`src/rtl/modulo_envase_vedacao_param_if.sv`:
```
// Plant/actuator bundle for the bottle fill/seal controller.
//   slave  : controller side (samples sensors, operator strobe and feeder ack;
//            drives actuators, alarm, feeder request and status counters)
//   master : plant/display side (the opposite directions)
// Optional DISPLAY_BCD_EN adds rolhas_bcd and garrafas_total_bcd.
interface modulo_envase_vedacao_param_if #(
  parameter int W = 7
);
  logic         enable;
  logic         pg;
  logic         ch;
  logic         cq;
  logic         add_rolhas;
  logic [W-1:0] add_valor;
  logic         refill_ack;
  logic         m;
  logic         ev;
  logic         ve;
  logic         al;
  logic [1:0]   alarm_code;
  logic         refill_req;
  logic [2:0]   estado;
  logic [W-1:0] rolhas;
  logic [3:0]   garrafas;
  logic [3:0]   duzias;
  logic         lote_fim;
`ifdef DISPLAY_BCD_EN
  logic [7:0]   rolhas_bcd;
  logic [7:0]   garrafas_total_bcd;
`endif

  modport slave (
    input  enable, pg, ch, cq, add_rolhas, add_valor, refill_ack,
`ifdef DISPLAY_BCD_EN
    output rolhas_bcd, garrafas_total_bcd,
`endif
    output m, ev, ve, al, alarm_code, refill_req, estado, rolhas,
           garrafas, duzias, lote_fim
  );

  modport master (
    output enable, pg, ch, cq, add_rolhas, add_valor, refill_ack,
`ifdef DISPLAY_BCD_EN
    input  rolhas_bcd, garrafas_total_bcd,
`endif
    input  m, ev, ve, al, alarm_code, refill_req, estado, rolhas,
           garrafas, duzias, lote_fim
  );
endinterface

```
`src/rtl/modulo_envase_vedacao_param.sv`:
```
// Parametrised bottle fill/seal controller.
// Ports:
//   clk  : clock, all state changes on the rising edge
//   clr  : synchronous active-high reset, overrides every other input
//   bus  : modulo_envase_vedacao_param_if.slave
//          in : enable, pg, ch, cq, add_rolhas, add_valor, refill_ack
//          out: m, ev, ve, al, alarm_code, refill_req, estado, rolhas,
//               garrafas, duzias, lote_fim
// Optional macro DISPLAY_BCD_EN adds registered BCD views of the cork count
// (rolhas_bcd) and of the dozen count (garrafas_total_bcd).
module modulo_envase_vedacao_param #(
  parameter int W          = 7,
  parameter int CAP_MAX    = 99,
  parameter int MIN_ROLHAS = 5,
  parameter int RECARGA    = 20,
  parameter int DUZIA      = 12,
  parameter int DEZ_DUZIAS = 10,
  parameter int T_ENCHE    = 64,
  parameter int T_VEDA     = 16
) (
  input logic clk,
  input logic clr,
  modulo_envase_vedacao_param_if.slave bus
);

  localparam int TMAX = (T_ENCHE > T_VEDA) ? T_ENCHE : T_VEDA;
  localparam int TW   = (TMAX > 1) ? $clog2(TMAX) : 1;

  localparam logic [TW-1:0] T_ENCHE_LIM = TW'(T_ENCHE - 1);
  localparam logic [TW-1:0] T_VEDA_LIM  = TW'(T_VEDA - 1);
  localparam logic [W-1:0]  CAP_W       = W'(CAP_MAX);
  localparam logic [W-1:0]  MIN_W       = W'(MIN_ROLHAS);
  localparam logic [3:0]    GAR_LAST    = 4'(DUZIA - 1);
  localparam logic [3:0]    DUZ_LAST    = 4'(DEZ_DUZIAS - 1);

  typedef enum logic [2:0] {
    IDLE   = 3'd0,
    AVANCA = 3'd1,
    ENCHE  = 3'd2,
    VEDA   = 3'd3,
    ALARME = 3'd4
  } state_t;

  state_t        state, state_n;
  logic [1:0]    code, code_n;
  logic [TW-1:0] timer, timer_n;
  logic [W-1:0]  rolhas_r, rolhas_n;
  logic [3:0]    gar, duz;
  logic          lote;
  logic          req, armed;
  logic          m_r, ev_r, ve_r, al_r;
  logic          ack_accept, consume;
  logic [31:0]   soma;

  assign ack_accept = req & bus.refill_ack;
  assign consume    = (state == VEDA) & bus.enable & bus.cq & (rolhas_r != '0);

  // Refill, operator add and consume all land in the same cycle as a net sum,
  // evaluated wide enough that saturation is decided before truncation.
  always_comb begin
    soma = 32'(rolhas_r)
         + (ack_accept     ? 32'(RECARGA)       : 32'd0)
         + (bus.add_rolhas ? 32'(bus.add_valor) : 32'd0)
         - (consume        ? 32'd1              : 32'd0);
    rolhas_n = (soma > 32'(CAP_MAX)) ? CAP_W : soma[W-1:0];
  end

  always_comb begin
    state_n = state;
    code_n  = code;
    timer_n = timer;
    if (!bus.enable) begin
      state_n = IDLE;
      code_n  = 2'd0;
      timer_n = '0;
    end else begin
      case (state)
        IDLE: begin
          timer_n = '0;
          if (rolhas_r != '0) begin
            state_n = AVANCA;
          end else begin
            state_n = ALARME;
            code_n  = 2'd1;
          end
        end
        AVANCA: begin
          if (bus.pg) begin
            state_n = ENCHE;
            timer_n = '0;
          end
        end
        ENCHE: begin
          if (bus.ch) begin
            state_n = VEDA;
            timer_n = '0;
          end else if (timer == T_ENCHE_LIM) begin
            state_n = ALARME;
            code_n  = 2'd2;
            timer_n = '0;
          end else begin
            timer_n = timer + TW'(1);
          end
        end
        VEDA: begin
          if (bus.cq) begin
            timer_n = '0;
            // Decision uses the post-update count so a last cork plus a
            // simultaneous refill keeps the line running.
            if (rolhas_n != '0) begin
              state_n = AVANCA;
            end else begin
              state_n = ALARME;
              code_n  = 2'd1;
            end
          end else if (timer == T_VEDA_LIM) begin
            state_n = ALARME;
            code_n  = 2'd3;
            timer_n = '0;
          end else begin
            timer_n = timer + TW'(1);
          end
        end
        ALARME: begin
          if (code == 2'd1 && rolhas_r != '0) begin
            state_n = AVANCA;
            code_n  = 2'd0;
            timer_n = '0;
          end
        end
        default: begin
          state_n = IDLE;
          code_n  = 2'd0;
          timer_n = '0;
        end
      endcase
    end
  end

  always_ff @(posedge clk) begin
    if (clr) begin
      state    <= IDLE;
      code     <= 2'd0;
      timer    <= '0;
      m_r      <= 1'b0;
      ev_r     <= 1'b0;
      ve_r     <= 1'b0;
      al_r     <= 1'b0;
      rolhas_r <= '0;
      gar      <= 4'd0;
      duz      <= 4'd0;
      lote     <= 1'b0;
      req      <= 1'b0;
      armed    <= 1'b1;
    end else begin
      state    <= state_n;
      code     <= code_n;
      timer    <= timer_n;
      m_r      <= (state_n == AVANCA);
      ev_r     <= (state_n == ENCHE);
      ve_r     <= (state_n == VEDA);
      al_r     <= (state_n == ALARME);
      rolhas_r <= rolhas_n;

      // armed records that the feeder ack has been low since the last accept,
      // so a held ack cannot satisfy a fresh request.
      if (ack_accept) begin
        req <= 1'b0;
      end else if (!req && armed && rolhas_r < MIN_W) begin
        req <= 1'b1;
      end
      if (ack_accept) begin
        armed <= 1'b0;
      end else if (!bus.refill_ack) begin
        armed <= 1'b1;
      end

      lote <= 1'b0;
      if (consume) begin
        if (gar == GAR_LAST) begin
          gar <= 4'd0;
          if (duz == DUZ_LAST) begin
            duz  <= 4'd0;
            lote <= 1'b1;
          end else begin
            duz <= duz + 4'd1;
          end
        end else begin
          gar <= gar + 4'd1;
        end
      end
    end
  end

`ifdef DISPLAY_BCD_EN
  localparam logic [W-1:0] TEN_W = W'(10);
  logic [7:0] rolhas_bcd_r, gar_bcd_r;

  always_ff @(posedge clk) begin
    if (clr) begin
      rolhas_bcd_r <= 8'h00;
      gar_bcd_r    <= 8'h00;
    end else begin
      rolhas_bcd_r <= {4'(rolhas_r / TEN_W), 4'(rolhas_r % TEN_W)};
      gar_bcd_r    <= {4'(duz / 4'd10), 4'(duz % 4'd10)};
    end
  end

  assign bus.rolhas_bcd         = rolhas_bcd_r;
  assign bus.garrafas_total_bcd = gar_bcd_r;
`endif

  assign bus.m          = m_r;
  assign bus.ev         = ev_r;
  assign bus.ve         = ve_r;
  assign bus.al         = al_r;
  assign bus.alarm_code = code;
  assign bus.refill_req = req;
  assign bus.estado     = state;
  assign bus.rolhas     = rolhas_r;
  assign bus.garrafas   = gar;
  assign bus.duzias     = duz;
  assign bus.lote_fim   = lote;

endmodule

```
`src/flat_wrapper.sv`:
```
// flat-port wrapper written by rule: the top's interface ports become plain ports
module modulo_envase_vedacao_param_flat 
#(
  parameter int W          = 7,
  parameter int CAP_MAX    = 99,
  parameter int MIN_ROLHAS = 5,
  parameter int RECARGA    = 20,
  parameter int DUZIA      = 12,
  parameter int DEZ_DUZIAS = 10,
  parameter int T_ENCHE    = 64,
  parameter int T_VEDA     = 16
)
  (clk, clr, bus_enable, bus_pg, bus_ch, bus_cq, bus_add_rolhas, bus_add_valor, bus_refill_ack, bus_m, bus_ev, bus_ve, bus_al, bus_alarm_code, bus_refill_req, bus_estado, bus_rolhas, bus_garrafas, bus_duzias, bus_lote_fim);
  modulo_envase_vedacao_param_if #(.W(W)) bus_i ();
  input logic clk;
  input logic clr;
  input wire logic [$bits(bus_i.enable)-1:0] bus_enable;
  input wire logic [$bits(bus_i.pg)-1:0] bus_pg;
  input wire logic [$bits(bus_i.ch)-1:0] bus_ch;
  input wire logic [$bits(bus_i.cq)-1:0] bus_cq;
  input wire logic [$bits(bus_i.add_rolhas)-1:0] bus_add_rolhas;
  input wire logic [$bits(bus_i.add_valor)-1:0] bus_add_valor;
  input wire logic [$bits(bus_i.refill_ack)-1:0] bus_refill_ack;
  output wire logic [$bits(bus_i.m)-1:0] bus_m;
  output wire logic [$bits(bus_i.ev)-1:0] bus_ev;
  output wire logic [$bits(bus_i.ve)-1:0] bus_ve;
  output wire logic [$bits(bus_i.al)-1:0] bus_al;
  output wire logic [$bits(bus_i.alarm_code)-1:0] bus_alarm_code;
  output wire logic [$bits(bus_i.refill_req)-1:0] bus_refill_req;
  output wire logic [$bits(bus_i.estado)-1:0] bus_estado;
  output wire logic [$bits(bus_i.rolhas)-1:0] bus_rolhas;
  output wire logic [$bits(bus_i.garrafas)-1:0] bus_garrafas;
  output wire logic [$bits(bus_i.duzias)-1:0] bus_duzias;
  output wire logic [$bits(bus_i.lote_fim)-1:0] bus_lote_fim;
  assign bus_i.enable = bus_enable;
  assign bus_i.pg = bus_pg;
  assign bus_i.ch = bus_ch;
  assign bus_i.cq = bus_cq;
  assign bus_i.add_rolhas = bus_add_rolhas;
  assign bus_i.add_valor = bus_add_valor;
  assign bus_i.refill_ack = bus_refill_ack;
  assign bus_m = bus_i.m;
  assign bus_ev = bus_i.ev;
  assign bus_ve = bus_i.ve;
  assign bus_al = bus_i.al;
  assign bus_alarm_code = bus_i.alarm_code;
  assign bus_refill_req = bus_i.refill_req;
  assign bus_estado = bus_i.estado;
  assign bus_rolhas = bus_i.rolhas;
  assign bus_garrafas = bus_i.garrafas;
  assign bus_duzias = bus_i.duzias;
  assign bus_lote_fim = bus_i.lote_fim;
  modulo_envase_vedacao_param #(.W(W), .CAP_MAX(CAP_MAX), .MIN_ROLHAS(MIN_ROLHAS), .RECARGA(RECARGA), .DUZIA(DUZIA), .DEZ_DUZIAS(DEZ_DUZIAS), .T_ENCHE(T_ENCHE), .T_VEDA(T_VEDA)) u_core (.clk(clk), .clr(clr), .bus(bus_i));
endmodule
```
`config.mk`:
```
export PLATFORM = sky130hd
export DESIGN_NAME = modulo_envase_vedacao_param_flat
export DESIGN_NICKNAME = d
export VERILOG_FILES = /design/src/rtl/modulo_envase_vedacao_param_if.sv /design/src/rtl/modulo_envase_vedacao_param.sv /design/src/flat_wrapper.sv
export SDC_FILE = /design/constraint.sdc
export NUM_CORES = 1
export LEC_CHECK = 0
export CAP_MARGIN = 10
export CORE_ASPECT_RATIO = 0.9
export CORE_MARGIN = 2
export CORE_UTILIZATION = 50
export DETAILED_ROUTE_END_ITERATION = 12
export GPL_ROUTABILITY_DRIVEN = 0
export PLACE_DENSITY = 0.77
export SLEW_MARGIN = 40
export SYNTH_ARGS = -nofsm -noshare
export SYNTH_HDL_FRONTEND = slang
export SYNTH_SLANG_ARGS = --single-unit
```
`constraint.sdc`:
```
create_clock -name clk -period 13.1 [get_ports clk]
set_input_delay 1.965 -clock clk [delete_from_list [all_inputs] [get_ports clk]]
set_output_delay 1.965 -clock clk [all_outputs]
set_load 0.02 [all_outputs]
```
# After elaboration in Yosys (flattened, before gate mapping)
# Cells that the tools add are included.
# word_totals
reg_bits	33
input_bits	15
# op_classes
addsub	6
magnitude_cmp	2
eq_ne	21
muxes	34
bitwise_logic	8
n_reduce_logical	13
# ops
op	count
6-bit 2-to-1 mux	6
32-bit adder	1
7-bit by 32-bit adder with 32-bit output	1
32-bit by 7-bit greater-than comparator with 1-bit output (second input constant)	1
32-bit subtractor	1
3-bit 2-to-1 mux	9
6-bit one-hot mux with 4 select lines	1
3-bit one-hot mux with 5 select lines	1
2-bit 2-to-1 mux	7
7-bit 2-to-1 mux	2
7-bit nonzero test	2
3-bit by 2-bit == test with 1-bit output (second input constant)	4
2-bit one-hot mux with 5 select lines	1
4-bit by 1-bit adder with 4-bit output (second input constant)	2
4-bit == test (second input constant)	2
4-bit 2-to-1 mux	2
7-bit by 3-bit less-than comparator with 1-bit output (second input constant)	1
7-bit AND reduction	1
6-bit by 1-bit adder with 6-bit output (second input constant)	1
3-bit by 1-bit == test with 1-bit output (second input constant)	2
3-bit == test (second input constant)	2
6-bit by 4-bit == test with 1-bit output (second input constant)	1
6-bit == test (second input constant)	1
2-bit by 1-bit != test with 1-bit output (second input constant)	3
other kinds (13)	29

# Longest topological paths before layout
# logic_depth
ltp_word	14
ltp_mapped	18
ltp_nobuf	16

# Worst setup path after synthesis
# No wires, ideal clock.
# synth_timing
path_type	input-to-reg
from	input bus_cq
to	register u_core.ev_r, in the netlist u_core.bus.ev
arrival_ns	5.317
required_ns	13.040
setup_slack_ns	7.723
stages	16
path_buffers	1
cell_sequence	and3_1 and3_1 buf_2 ha_1 inv_1 ha_1 ha_1 inv_1 fa_1 nand2b_1 a211o_1 a21o_1 a221o_1 or2_4 a2111oi_4 and2_1
# synth_between
elab_chain_cells	12
# synth_lines
item	line	source
start: declaration	flat_wrapper.sv:20	input wire logic [$bits(bus_i.cq)-1:0] bus_cq;
1-bit AND (*) (2 in series)	modulo_envase_vedacao_param.sv:56	assign consume = (state == VEDA) & bus.enable & bus.cq & (rolhas_r != '0);
named net u_core.consume	modulo_envase_vedacao_param.sv:52	logic ack_accept, consume;
1-bit 2-to-1 mux (*)	modulo_envase_vedacao_param.sv:64	- (consume ? 32'd1 : 32'd0);
32-bit subtractor (*)	modulo_envase_vedacao_param.sv:64	
32-bit by 7-bit greater-than comparator with 1-bit output	modulo_envase_vedacao_param.sv:65	rolhas_n = (soma > 32'(CAP_MAX)) ? CAP_W : soma[W-1:0];
7-bit 2-to-1 mux (*)	modulo_envase_vedacao_param.sv:65	
7-bit nonzero test (*)	modulo_envase_vedacao_param.sv:110	if (rolhas_n != '0) begin
3-bit 2-to-1 mux (*)	modulo_envase_vedacao_param.sv:110	
3-bit 2-to-1 mux (*)	modulo_envase_vedacao_param.sv:106	if (bus.cq) begin
3-bit one-hot mux with 5 select lines (*)	modulo_envase_vedacao_param.sv:77	case (state)
3-bit 2-to-1 mux (*)	modulo_envase_vedacao_param.sv:72	if (!bus.enable) begin
3-bit by 2-bit == test with 1-bit output (*)	modulo_envase_vedacao_param.sv:160	ev_r <= (state_n == ENCHE);
end signal: assignment	modulo_envase_vedacao_param.sv:160	
end: declaration	modulo_envase_vedacao_param.sv:51	logic m_r, ev_r, ve_r, al_r;
# Mark *: on every way through the listed nets, which the timed path passes. The rest lies on a longest branch.
# A chain may end at the register's enable or synchronous reset.

# Final worst setup path
# layout_timing
from	input bus_cq
to	register u_core.ev_r, in the netlist u_core.bus.ev
# layout_between
elab_chain_cells	12
# layout_lines
item	line
1-bit AND (2 in series)	modulo_envase_vedacao_param.sv:56
1-bit 2-to-1 mux	modulo_envase_vedacao_param.sv:64
32-bit subtractor	modulo_envase_vedacao_param.sv:64
32-bit by 7-bit greater-than comparator with 1-bit output	modulo_envase_vedacao_param.sv:65
7-bit 2-to-1 mux	modulo_envase_vedacao_param.sv:65
7-bit nonzero test	modulo_envase_vedacao_param.sv:110
3-bit 2-to-1 mux	modulo_envase_vedacao_param.sv:110
3-bit 2-to-1 mux (*)	modulo_envase_vedacao_param.sv:106
3-bit one-hot mux with 5 select lines (*)	modulo_envase_vedacao_param.sv:77
3-bit 2-to-1 mux (*)	modulo_envase_vedacao_param.sv:72
3-bit by 2-bit == test with 1-bit output (*)	modulo_envase_vedacao_param.sv:160
# Mark *: on every way between the ends. The rest lies on a longest branch, timed or not.

==> summary.txt <==
Top FF cell, synth = dfxtp_1
R2R Path Start = u_core.bus.rolhas[3]$_SDFF_PP0_
drt via density = 5.37
maximum clock path buffer count = 2
number of fillers in the final layout = 383
gr ovfl total = 0
number of flops mapped to enable cells by yosys = 0
Pwr Density = 132 mW/mm²
Synth-to-Final Area Change = 25.0%
n_diodes = 0
Hold Crit Depth = 1
initial antenna violation count = 0
root buf cell = clkbuf_8
Tot GR Track Use = 21.5%
I/O pin count = 41
R2R Path End = u_core.bus.ev$_SDFF_PP0_
Area contributors post-synth = dfxtp_1 (30%), ha_1 (13%), nor2_1 (4.7%), inv_1 (4.4%), a21oi_1 (4.0%)
mapped cell area = 0.00223 mm²
postcts setup bufs = 0
CTS Buf Count = 5
clock network latency to the later pin of the worst-skew pair = 0.29 ns
dpl cells = 369
DIE AREA = 0.00502 mm²
Vias = 2,026
Hold Path Class = reg -> reg
setup violators final = 0
Critical Path Fanout Max = 9
vias in the first global route = 1,850
max_cap viols = 0
Unique masters post-synth = 51
outcome = completed
FMAX = 164 MHz
H-Tree Depth = 2
sequential share of the synthesized area = 29.6%
Warnings, synthesis = 0
Slew headroom = 55.1%
first-pass GRT wire length = 8290 µm
Cells after Synth = 275
Die W = 74.5 µm
Remaining DRCs = 0
most common cell after layout, fill and taps aside = clkdlybuf4s50_1
pre-CTS setup slack = 6.75 ns
Synth top area share = 29.6%
Lkg Pwr = 0.00112 µW
FF-to-FF path depth = 16
Post-synth ARST share = 0%
final hold vios = 0
Mapped Nets = 316
share of layout cells above drive strength 1 = 6.03%
cell taking the most area after synthesis = dfxtp_1
Resized Gates After CTS = 0
Setup TNS Final = 0 ns
slew of the pin with the lowest slew margin = 0.672 ns
crit end category = register
Core Region = 0.00437 mm²
Final Critical Period = 6.10 ns
CTS Hold Buffers Added = 0
Starting Density = 51.1%
WL final = 5010 µm
Worst VDD drop = 0.0779 mV
Port Buf Inserts = 40
slack of the critical path = 7.00 ns
# rows = 23
DP HPWL = 3780 µm
CP arrival = 6.33 ns
drt wl/cell = 13.3 µm
Worst Hold End = u_core.armed$_SDFFE_PP1P_
r2r setup slk = 8.22 ns
Syn Area/Cell = 8.13 µm²
worst path required time = 13.33 ns
die height = 67.4 µm
RSZ-0062 raised after global routing = no
worst-case clock skew = 0.00556 ns
startpoint types = input pin
WS Path Type = in -> reg
final critical-path share of the clock period = 46.5%
HP Start = u_core.armed$_SDFFE_PP1P_
Worst-path clk slew = 0.07 ns
FF+latch count, synth = 33
Detailed Route Iter0 Violations = 126
antenna-violating nets left = 0
largest net degree at the start of global routing = 21
CTS tree = built
DR pass1 iterations = 5
Final Non-Filler Cells = 377
final max-slew violation count = 0
leading cell types in the layout, fill and taps excluded = clkdlybuf4s50_1 (40), dfxtp_1 (33), nor2_1 (28), inv_1 (26), ha_1 (23)
Clock Sink Count = 33
fin nets = 355
state kept, by name, indices dropped and copies added, names as in the netlist:
register,cells
u_core.bus.duzias,4
u_core.bus.alarm_code,2
u_core.bus.refill_req,1
u_core.armed,1
u_core.bus.al,1
u_core.bus.m,1
u_core.bus.ev,1
u_core.timer,6
u_core.bus.garrafas,4
u_core.bus.lote_fim,1
u_core.bus.ve,1
u_core.bus.estado,3
u_core.bus.rolhas,7
how the worst max path moves through the flow:
stage,start,end,slack (ns),cells after the start
3_3_place_gp,bus_cq,u_core.bus.ev$_SDFF_PP0_,6.87,16
4_1_cts,bus_cq,u_core.bus.ev$_SDFF_PP0_,7.04,16
2_1_floorplan,bus_cq,u_core.bus.ev$_SDFF_PP0_,7.72,16
5_1_grt,bus_cq,u_core.bus.m$_SDFF_PP0_,6.80,16
3_5_place_dp,bus_cq,u_core.bus.ev$_SDFF_PP0_,6.75,16
6_report,bus_cq,u_core.bus.ev$_SDFF_PP0_,7.00,16
layer usage:
| metal | global-route usage [%] | up-vias | wire [µm] |
|---|---|---|---|
| li1 | - | 1045 | - |
| met1 | 30.4 | 923 | 2480 |
| met2 | 32.9 | 52 | 2190 |
| met3 | 4.18 | 6 | 290 |
| met4 | 7.37 | 0 | 53 |
| met5 | 0 | - | 0 |
area by class of cell:
type                       instances  area, µm²  share of cell area [%]
clock buffer                       5       68.8                    2.46
timing repair buffer              40        400                    14.3
sequential                        33        661                    23.6
inverter                          26       97.6                    3.49
multi-input combinational        208       1440                    51.6
clock inverter                     3       46.3                    1.66
tap                               62       77.6                    2.78
through the flow:
| step | utilization [%] | instance area (µm²) | hold slack (ns) | power, µW |
|---|---|---|---|---|
| after floorplan | - | 2230 | 0.439 | 230 |
| after global placement | 61.2 | 2680 | 0.450 | 269 |
| after detailed placement | 61.2 | 2680 | 0.458 | 269 |
| after CTS | 63.9 | 2790 | 0.476 | 368 |
| after global routing | 63.9 | 2790 | 0.526 | 393 |
| final | 63.9 | 2790 | 0.471 | 368 |
synth_stat cells, drive strengths merged, types with 2 or more instances:
library cell and number:
a211o 2, a211oi 2, a21bo 2, a21o 3, a21oi 19, a221o 2, a22oi 3, a31oi 4
and2 4, and3 3, buf 5, clkbuf 3, dfxtp 33, fa 3, ha 23, inv 26
mux2i 4, nand2 22, nand2b 5, nand3 5, nand4b 2, nor2 28, nor2b 13, nor3 11
nor3b 2, nor4 2, nor4b 2, o21a 4, o21ai 14, o31ai 2, or2 3, or4 2
xor2 4
report_power, final:
group          internal, µW  switching, µW  total [µW]
clock network          56.9           40.3        97.2
registers               106           6.59         113
logic                  68.5           89.3         158
total                   232            136         368
logic make-up (layout without fill, tap and decap cells):
logic type	count (synthesis)	in the layout	synth area share (%)
flip-flops	33	33	29.6
AND/OR/NAND/NOR	109	109	25.6
multiplexers	4	4	1.79
buffers and inverters	34	74	5.88
AO/OA/AOI/OAI	65	65	20.0
XOR/XNOR	4	4	1.57
adder cells (fa/ha/maj)	26	26	15.6
worst max-delay path, cell delays in order:
cell and delay (ns):
clkdlybuf4s50_1 0.56, and3_1 0.28, and3_1 0.42, ha_1 0.21, inv_1 0.04, ha_1 0.26
ha_1 0.19, inv_1 0.06, fa_1 0.38, nand2b_1 0.17, a211o_1 0.28, a21o_1 0.16
a221o_1 0.43, or2_4 0.29, a2111oi_4 0.44, and2_1 0.18
Power figures use the tool's default switching activity.
